## src/rtl/iob_tdp_ram_fifo_ctrl_if.sv

```systemverilog
// FIFO user-side bus of iob_tdp_ram_fifo_ctrl: write/read requests, data, flags and occupancy.
// The controller takes the slave modport; the producer/consumer logic takes the master modport.
interface iob_tdp_ram_fifo_ctrl_if #(
    parameter int DATA_W = 8,
    parameter int ADDR_W = 4
);
    logic              w_en;
    logic [DATA_W-1:0] w_data;
    logic              w_full;
    logic              r_en;
    logic [DATA_W-1:0] r_data;
    logic              r_empty;
    logic [ADDR_W:0]   level;

    modport master (
        output w_en, w_data, r_en,
        input  w_full, r_data, r_empty, level
    );

    modport slave (
        input  w_en, w_data, r_en,
        output w_full, r_data, r_empty, level
    );
endinterface

```

## src/rtl/iob_tdp_ram_fifo_ctrl.sv

```systemverilog
// Synchronous FIFO controller driving an external true dual-port RAM (port A write, port B read).
// Optional sticky overflow/underflow outputs are enabled with `define IOB_FIFO_ERR_FLAGS_EN.
module iob_tdp_ram_fifo_ctrl #(
    parameter int DATA_W = 8,
    parameter int ADDR_W = 4
) (
    input  logic                  clk,
    input  logic                  rst,
    iob_tdp_ram_fifo_ctrl_if.slave fifo,
    output logic                  ext_mem_en_a,
    output logic                  ext_mem_we_a,
    output logic [ADDR_W-1:0]     ext_mem_addr_a,
    output logic [DATA_W-1:0]     ext_mem_data_a,
    output logic                  ext_mem_en_b,
    output logic [ADDR_W-1:0]     ext_mem_addr_b,
    input  logic [DATA_W-1:0]     ext_mem_q_b
`ifdef IOB_FIFO_ERR_FLAGS_EN
    ,
    output logic                  overflow,
    output logic                  underflow
`endif
);

    localparam logic [ADDR_W:0] DEPTH   = (ADDR_W+1)'(2**ADDR_W);
    localparam logic [ADDR_W:0] CNT_ONE = (ADDR_W+1)'(1);

    // Pointers carry one extra wrap bit above the RAM address.
    logic [ADDR_W:0] wptr;
    logic [ADDR_W:0] rptr;
    logic [ADDR_W:0] level_q;
    logic            w_ack;
    logic            r_ack;

    // Flags come from registered occupancy only, so requests never feed back into them.
    assign fifo.w_full  = (level_q == DEPTH);
    assign fifo.r_empty = (level_q == '0);
    assign fifo.level   = level_q;
    assign fifo.r_data  = ext_mem_q_b;

    assign w_ack = fifo.w_en & ~fifo.w_full  & ~rst;
    assign r_ack = fifo.r_en & ~fifo.r_empty & ~rst;

    assign ext_mem_en_a   = w_ack;
    assign ext_mem_we_a   = w_ack;
    assign ext_mem_addr_a = wptr[ADDR_W-1:0];
    assign ext_mem_data_a = fifo.w_data;
    assign ext_mem_en_b   = r_ack;
    assign ext_mem_addr_b = rptr[ADDR_W-1:0];

    // NOTE: state updates use non-blocking assignments so every register samples pre-edge values.
    always_ff @(posedge clk) begin
        if (rst) begin
            wptr    <= '0;
            rptr    <= '0;
            level_q <= '0;
        end else begin
            if (w_ack) wptr <= wptr + CNT_ONE;
            if (r_ack) rptr <= rptr + CNT_ONE;
            unique case ({w_ack, r_ack})
                2'b10:   level_q <= level_q + CNT_ONE;
                2'b01:   level_q <= level_q - CNT_ONE;
                default: level_q <= level_q;
            endcase
        end
    end

`ifdef IOB_FIFO_ERR_FLAGS_EN
    // Sticky: once an illegal request is seen it stays flagged until reset.
    always_ff @(posedge clk) begin
        if (rst) begin
            overflow  <= 1'b0;
            underflow <= 1'b0;
        end else begin
            if (fifo.w_en & fifo.w_full)  overflow  <= 1'b1;
            if (fifo.r_en & fifo.r_empty) underflow <= 1'b1;
        end
    end
`endif

endmodule

```

## src/flat_wrapper.sv

```systemverilog
// flat-port wrapper written by rule: the top's interface ports become plain ports
module iob_tdp_ram_fifo_ctrl_flat 
#(
    parameter int DATA_W = 8,
    parameter int ADDR_W = 4
)
  (clk, rst, ext_mem_en_a, ext_mem_we_a, ext_mem_addr_a, ext_mem_data_a, ext_mem_en_b, ext_mem_addr_b, ext_mem_q_b, fifo_w_en, fifo_w_data, fifo_r_en, fifo_w_full, fifo_r_data, fifo_r_empty, fifo_level);
  iob_tdp_ram_fifo_ctrl_if #(.DATA_W(DATA_W), .ADDR_W(ADDR_W)) fifo_i ();
  input  logic clk;
  input  logic rst;
  output logic ext_mem_en_a;
  output logic ext_mem_we_a;
  output logic [ADDR_W-1:0] ext_mem_addr_a;
  output logic [DATA_W-1:0] ext_mem_data_a;
  output logic ext_mem_en_b;
  output logic [ADDR_W-1:0] ext_mem_addr_b;
  input  logic [DATA_W-1:0] ext_mem_q_b;
  input wire logic [$bits(fifo_i.w_en)-1:0] fifo_w_en;
  input wire logic [$bits(fifo_i.w_data)-1:0] fifo_w_data;
  input wire logic [$bits(fifo_i.r_en)-1:0] fifo_r_en;
  output wire logic [$bits(fifo_i.w_full)-1:0] fifo_w_full;
  output wire logic [$bits(fifo_i.r_data)-1:0] fifo_r_data;
  output wire logic [$bits(fifo_i.r_empty)-1:0] fifo_r_empty;
  output wire logic [$bits(fifo_i.level)-1:0] fifo_level;
  assign fifo_i.w_en = fifo_w_en;
  assign fifo_i.w_data = fifo_w_data;
  assign fifo_i.r_en = fifo_r_en;
  assign fifo_w_full = fifo_i.w_full;
  assign fifo_r_data = fifo_i.r_data;
  assign fifo_r_empty = fifo_i.r_empty;
  assign fifo_level = fifo_i.level;
  iob_tdp_ram_fifo_ctrl #(.DATA_W(DATA_W), .ADDR_W(ADDR_W)) u_core (.clk(clk), .rst(rst), .fifo(fifo_i), .ext_mem_en_a(ext_mem_en_a), .ext_mem_we_a(ext_mem_we_a), .ext_mem_addr_a(ext_mem_addr_a), .ext_mem_data_a(ext_mem_data_a), .ext_mem_en_b(ext_mem_en_b), .ext_mem_addr_b(ext_mem_addr_b), .ext_mem_q_b(ext_mem_q_b));
endmodule
```

## config.mk

```make
export PLATFORM = sky130hd
export DESIGN_NAME = iob_tdp_ram_fifo_ctrl_flat
export DESIGN_NICKNAME = d
export VERILOG_FILES = /design/src/rtl/iob_tdp_ram_fifo_ctrl_if.sv /design/src/rtl/iob_tdp_ram_fifo_ctrl.sv /design/src/flat_wrapper.sv
export SDC_FILE = /design/constraint.sdc
export NUM_CORES = 1
export LEC_CHECK = 0
export BUFFER_PORTS_ARGS = -buffer_cell sky130_fd_sc_hd__buf_4
export CORE_MARGIN = 2
export CORE_UTILIZATION = 39
export CTS_BUF_LIST = sky130_fd_sc_hd__clkbuf_4 sky130_fd_sc_hd__clkbuf_8
export CTS_CLUSTER_DIAMETER = 150
export DETAILED_ROUTE_END_ITERATION = 16
export PLACE_DENSITY = 0.77
export REMOVE_ABC_BUFFERS = 1
export SLEW_MARGIN = 15
export SYNTH_ARGS = -nofsm -noshare
export SYNTH_HDL_FRONTEND = slang
export SYNTH_SLANG_ARGS = --single-unit
```

## constraint.sdc

```tcl
create_clock -name clk -period 2.4 [get_ports clk]
set_input_delay 0.24 -clock clk [delete_from_list [all_inputs] [get_ports clk]]
set_output_delay 0.24 -clock clk [all_outputs]
set_load 0.05 [all_outputs]
```

Word-level counts from Yosys, hierarchy flattened
Cells that the tools add are included.
{ "word_totals": {"register_bits": 15} }
{ "op_classes": {"addsub": 4, "eq_ne": 3, "muxes": 1, "n_bitwise": 7, "n_reduce_logical": 2} }
{ "op_table": {"columns": ["operator", "count"], "rows": [
  ["$add A5 B1 Y5 const B", 3],
  ["$pmux W5 S2", 1],
  ["$eq A5 B5 Y1 const B", 1],
  ["$logic_not A5 Y1", 1],
  ["$sub A5 B1 Y5 const B", 1],
  ["$and A1 B1 Y1", 4],
  ["$not A1 Y1", 3],
  ["$eq A2 B1 Y1 const B", 1],
  ["$eq A2 B2 Y1 const B", 1],
  ["$reduce_bool A2 Y1", 1]
]} }

Logic depth before layout (Yosys ltp)
{ "depth": {"ltp_word": 6, "mapped_depth": 9, "depth_no_buf": 9} }

Worst setup path after synthesis
No wires, ideal clock.
{ "synth_path": {"kind": "reg2reg", "start": "reg u_core.level_q[0], in the netlist u_core.fifo.level[0]", "end": "reg u_core.level_q[4], in the netlist u_core.fifo.level[4]", "setup_ns": 0.070, "t_arrival_ns": 3.249, "required_ns": 2.330, "slack_ns": -0.919, "path_stages_with_launch": 10, "path_buffers": 0, "period_less_slack_ns": 3.319, "cell_sequence": "dfxtp_1 > or4_4 > o21ai_4 > nor2_1 > ha_1 > ha_1 > a21oi_1 > a21oi_1 > or4_1 > a21oi_1"} }
{ "synth_between": {"elab_chain_cells": 6} }
{ "synth_rtl": {"columns": ["element", "line_no", "rtl"], "rows": [
  ["from (decl)", "iob_tdp_ram_fifo_ctrl.sv:30", "logic [ADDR_W:0] level_q;"],
  ["from (signal assigned)", "iob_tdp_ram_fifo_ctrl.sv:60", "2'b10: level_q <= level_q + CNT_ONE;"],
  ["from (signal assigned)", "iob_tdp_ram_fifo_ctrl.sv:61", "2'b01: level_q <= level_q - CNT_ONE;"],
  ["from (signal assigned)", "iob_tdp_ram_fifo_ctrl.sv:62", "default: level_q <= level_q;"],
  ["$logic_not A5 Y1 *", "iob_tdp_ram_fifo_ctrl.sv:36", "assign fifo.r_empty = (level_q == '0);"],
  ["$not A1 Y1 *", "iob_tdp_ram_fifo_ctrl.sv:41", "assign r_ack = fifo.r_en & ~fifo.r_empty & ~rst;"],
  ["$and A1 B1 Y1 * (2 in series)", "iob_tdp_ram_fifo_ctrl.sv:41", null],
  ["net ext_mem_en_b", "flat_wrapper.sv:15", "output logic ext_mem_en_b;"],
  ["$eq A2 B1 Y1 / $eq A2 B2 Y1 (equally long branches)", "iob_tdp_ram_fifo_ctrl.sv:59", "unique case ({w_ack, r_ack})"],
  ["$pmux W5 S2 / $reduce_bool A2 Y1 (equally long branches)", null, null]
]} }
Mark *: on every way through the listed nets, which the timed path passes. The rest lies on a longest branch.
A chain may end at the register's enable or synchronous reset.

Worst setup path after layout
{ "layout_path": {"start": "reg u_core.level_q[0], in the netlist u_core.fifo.level[0]", "end": "reg u_core.level_q[4], in the netlist u_core.fifo.level[4]"} }
{ "layout_between": {"elab_chain_cells": 6} }
{ "layout_rtl": {"columns": ["element", "line_no"], "rows": [
  ["$eq A5 B5 Y1 / $logic_not A5 Y1 (equally long branches)", "iob_tdp_ram_fifo_ctrl.sv:35, iob_tdp_ram_fifo_ctrl.sv:36"],
  ["$not A1 Y1 (on tied branches)", "iob_tdp_ram_fifo_ctrl.sv:40, iob_tdp_ram_fifo_ctrl.sv:41"],
  ["$and A1 B1 Y1 (on tied branches) (2 in series)", "iob_tdp_ram_fifo_ctrl.sv:40, iob_tdp_ram_fifo_ctrl.sv:41"],
  ["$eq A2 B1 Y1 / $eq A2 B2 Y1 (equally long branches)", "iob_tdp_ram_fifo_ctrl.sv:59"],
  ["$pmux W5 S2 / $reduce_bool A2 Y1 (equally long branches)", null]
]} }
Several ways; a longest one is shown, not always the timed one.

==> flow_metrics.py <==
metrics = {
    "status": {
        "status": "finished with violations",
        "violations": "negative setup slack",
    },
    "power": {
        "ir_drop_uv": 423,
        "finalPower_uw": 799,
        "power.density_nw_per_um2": 638,
        "p_leak_nw": 0.567,
    },
    "final_layout": {
        "stdcell_area_um2": 1250,
        "nNetsFinal": 153,
        "drive_gt1_share_pct": 55.2,
        "final_common_cell": "buf_4",
        "final_cell_mix": "buf_4 (45), nor2_1 (14), dfxtp_1 (11)",
        "antenna_cells": 0,
        "synthToLayoutAreaGrowth_pct": 47.0,
    },
    "detailed_routing": {
        "firstDrtPassIters": 2,
        "routed_wl_um": 2350,
        "viasPerCell": 5.02,
        "route.detailed.drc": 0,
        "post_drt_wl_per_cell_um": 15.5,
        "ant_nets": 0,
        "drt_iter0_drc": 5,
        "num_vias": 763,
    },
    "floorplan": {
        "chipHeight_um": 50.7,
        "die_w_um": 50.7,
        "coreArea_um2": 2000,
        "rows": 16,
        "io_pins": 54,
        "die_area_um2": 2570,
        "start_util_pct": 42.6,
    },
    "placement": {
        "dpl_cell_area_um2": 1050,
        "dp_hpwl_um": 1610,
        "numPortBuffers": 21,
        "place.gp.congestion": 0.771,
    },
    "grt": {
        "grt_use_total_pct": 18.7,
        "grt_pass1_vias": 788,
        "antenna_found_initial": 0,
        "grt_max_degree": 18,
        "grt_pass1_wl_um": 3520,
        "overflow": 0,
    },
    "clock_network": {
        "clk_pin_slew_ns": 0.09,
        "ctsRootBufferMaster": "clkbuf_4",
        "clock_sinks": 13,
        "cts.htree.levels": 1,
        "clockBufferDepth": 2,
        "tritoncts": "yes",
        "cts_buffers": 3,
        "hold_buffers": 0,
        "clk_latency_ns": 0.28,
    },
    "sta": {
        "relSlewSlack_pct": 82.3,
        "rsz0062_at_grt": "yes",
        "setup_ws_ns": -0.0936,
        "finalHoldViolations": 0,
        "finalCriticalPeriod_ns": 2.49,
        "period_share_pct": 104,
        "setup-violations-final": 2,
        "slew_viol_final": 0,
        "hold_ws_ns": 0.292,
        "tightestPinTransition_ns": 0.263,
        "max_freq_ghz": 0.401,
        "fin_skew_ns": 0.00907,
    },
    "synthesis": {
        "syn_area_per_cell_um2": 8.78,
        "ys_warn_count": 0,
        "syn_inst": 97,
        "synth_seq_area_share_pct": 30.5,
        "netlist_area_um2": 852,
        "synthDistinctLibCells": 26,
        "synth_seq_cells": 13,
    },
    "worst_setup_path": {
        "crit_path_start_kind": "flip-flop",
        "cp_slowest_stage_delay_ns": 0.55,
        "crit_family": "simple AND/OR/NAND/NOR gates",
        "end_kind": "flip-flop",
        "cp_max_fo": 5,
        "critPathBufInv": 0,
        "worstSetupPathType": "flip-flop to flip-flop",
        "cp.required_ns": 2.61,
        "critPathMostFrequentCell": "ha_4",
        "arrival_ns": 2.71,
        "slowest_stage": "or4_4",
        "path_cells": "or4_4, o21ai_4, nor2_4, ha_4, ha_4, nand3_2, and3_1, or4_1, a21oi_2",
    },
    "hold_path": {
        "hold_path_class": "input pin to flip-flop",
    },
    "flow_run": {
        "drv_cap": 0,
    },
}
[cells by family (layout without fill, tap and decap cells)]
group	after synthesis	after routing	share of synthesized area, %
buf+inv	25	53	18.9
flops	13	13	30.5
mux	3	3	3.52
xor+xnor	8	8	8.22
fa+ha+maj	7	7	11.2
compound gates	13	13	10.9
simple gates	28	28	16.7
[registers in the layout, summed over array words and instances, names as in the netlist]
| signal | count |
|---|---|
| u_core.fifo.level | 5 |
| u_core.wptr | 4 |
| u_core.rptr | 4 |
[metal layers]
| metal | up-vias | GRT usage [%] | wire length [um] |
|---|---|---|---|
| li1 | 369 | - | - |
| met1 | 355 | 19.8 | 948 |
| met2 | 35 | 29.2 | 1150 |
| met3 | 4 | 10.4 | 208 |
| met4 | 0 | 8.56 | 41 |
| met5 | - | 9.52 | 0 |
[through the flow]
stage	cells	setup WS, ns	setup TNS, ns	utilization, %
after floorplan	76	-0.944	-2.97	-
after global placement	144	-0.178	-0.315	52.3
after detailed placement	144	-0.229	-0.399	52.3
after CTS	150	-0.0971	-0.200	57.3
after global routing	152	-0.172	-0.298	62.6
final	152	-0.0936	-0.0937	62.6
[path summary, 6_finish.rpt]
| check | from | end | slack (ns) | depth (start not counted) |
|---|---|---|---|---|
| worst max-delay path | u_core.fifo.level[0] | u_core.fifo.level[4] | -0.09 | 9 |
| worst min-delay path | rst | u_core.fifo.level[4] | 0.29 | 2 |
| worst max register to register | u_core.fifo.level[0] | u_core.fifo.level[4] | -0.09 | 9 |
| worst min register to register | u_core.wptr[3] | u_core.wptr[3] | 0.52 | 2 |
[cell usage after synthesis (all sizes together)]
cell type / instances / area (um2)
nor4: 2 / 12.5
and3: 2 / 12.5
o31ai: 1 / 7.51
nor4bb: 1 / 10.0
o211ai: 2 / 15.0
nand2: 1 / 3.75
or3: 1 / 6.26
ha: 6 / 75.1
nor2: 15 / 56.3
a211oi: 2 / 15.0
buf: 18 / 135
xor2: 4 / 35.0
mux2i: 3 / 30.0
and2: 1 / 6.26
nand3: 2 / 10.0
inv: 4 / 15.0
nand2b: 1 / 6.26
xnor2: 4 / 35.0
or4: 2 / 18.8
o21ai: 1 / 16.3
fa: 1 / 20.0
dfxtp: 13 / 260
a21o: 1 / 8.76
a21oi: 6 / 30.0
clkbuf: 3 / 11.3
[repair_timing]
action                                  in CTS  in global routing
resized for setup                           11                 13
endpoints found under the setup margin       3                  3
buffers inserted                             2                  2
cloned                                       0                  0
pin swaps                                    6                 12
[final cells by class]
| cell class | count | area [um2] |
|---|---|---|
| inverters | 4 | 15.0 |
| clock inverters | 1 | 5.00 |
| well taps | 27 | 33.8 |
| multi-input cells | 59 | 576 |
| clock buffers | 3 | 22.5 |
| fillers | 181 | 749 |
| repair buffers | 45 | 338 |
| flip-flops and latches | 13 | 263 |
[report_power, final]
group	internal, mW	switching, mW	total, mW
Sequential	0.234	0.0163	0.250
Clock	0.0618	0.0734	0.135
Combinational	0.185	0.229	0.414
Power figures use the tool's default switching activity.
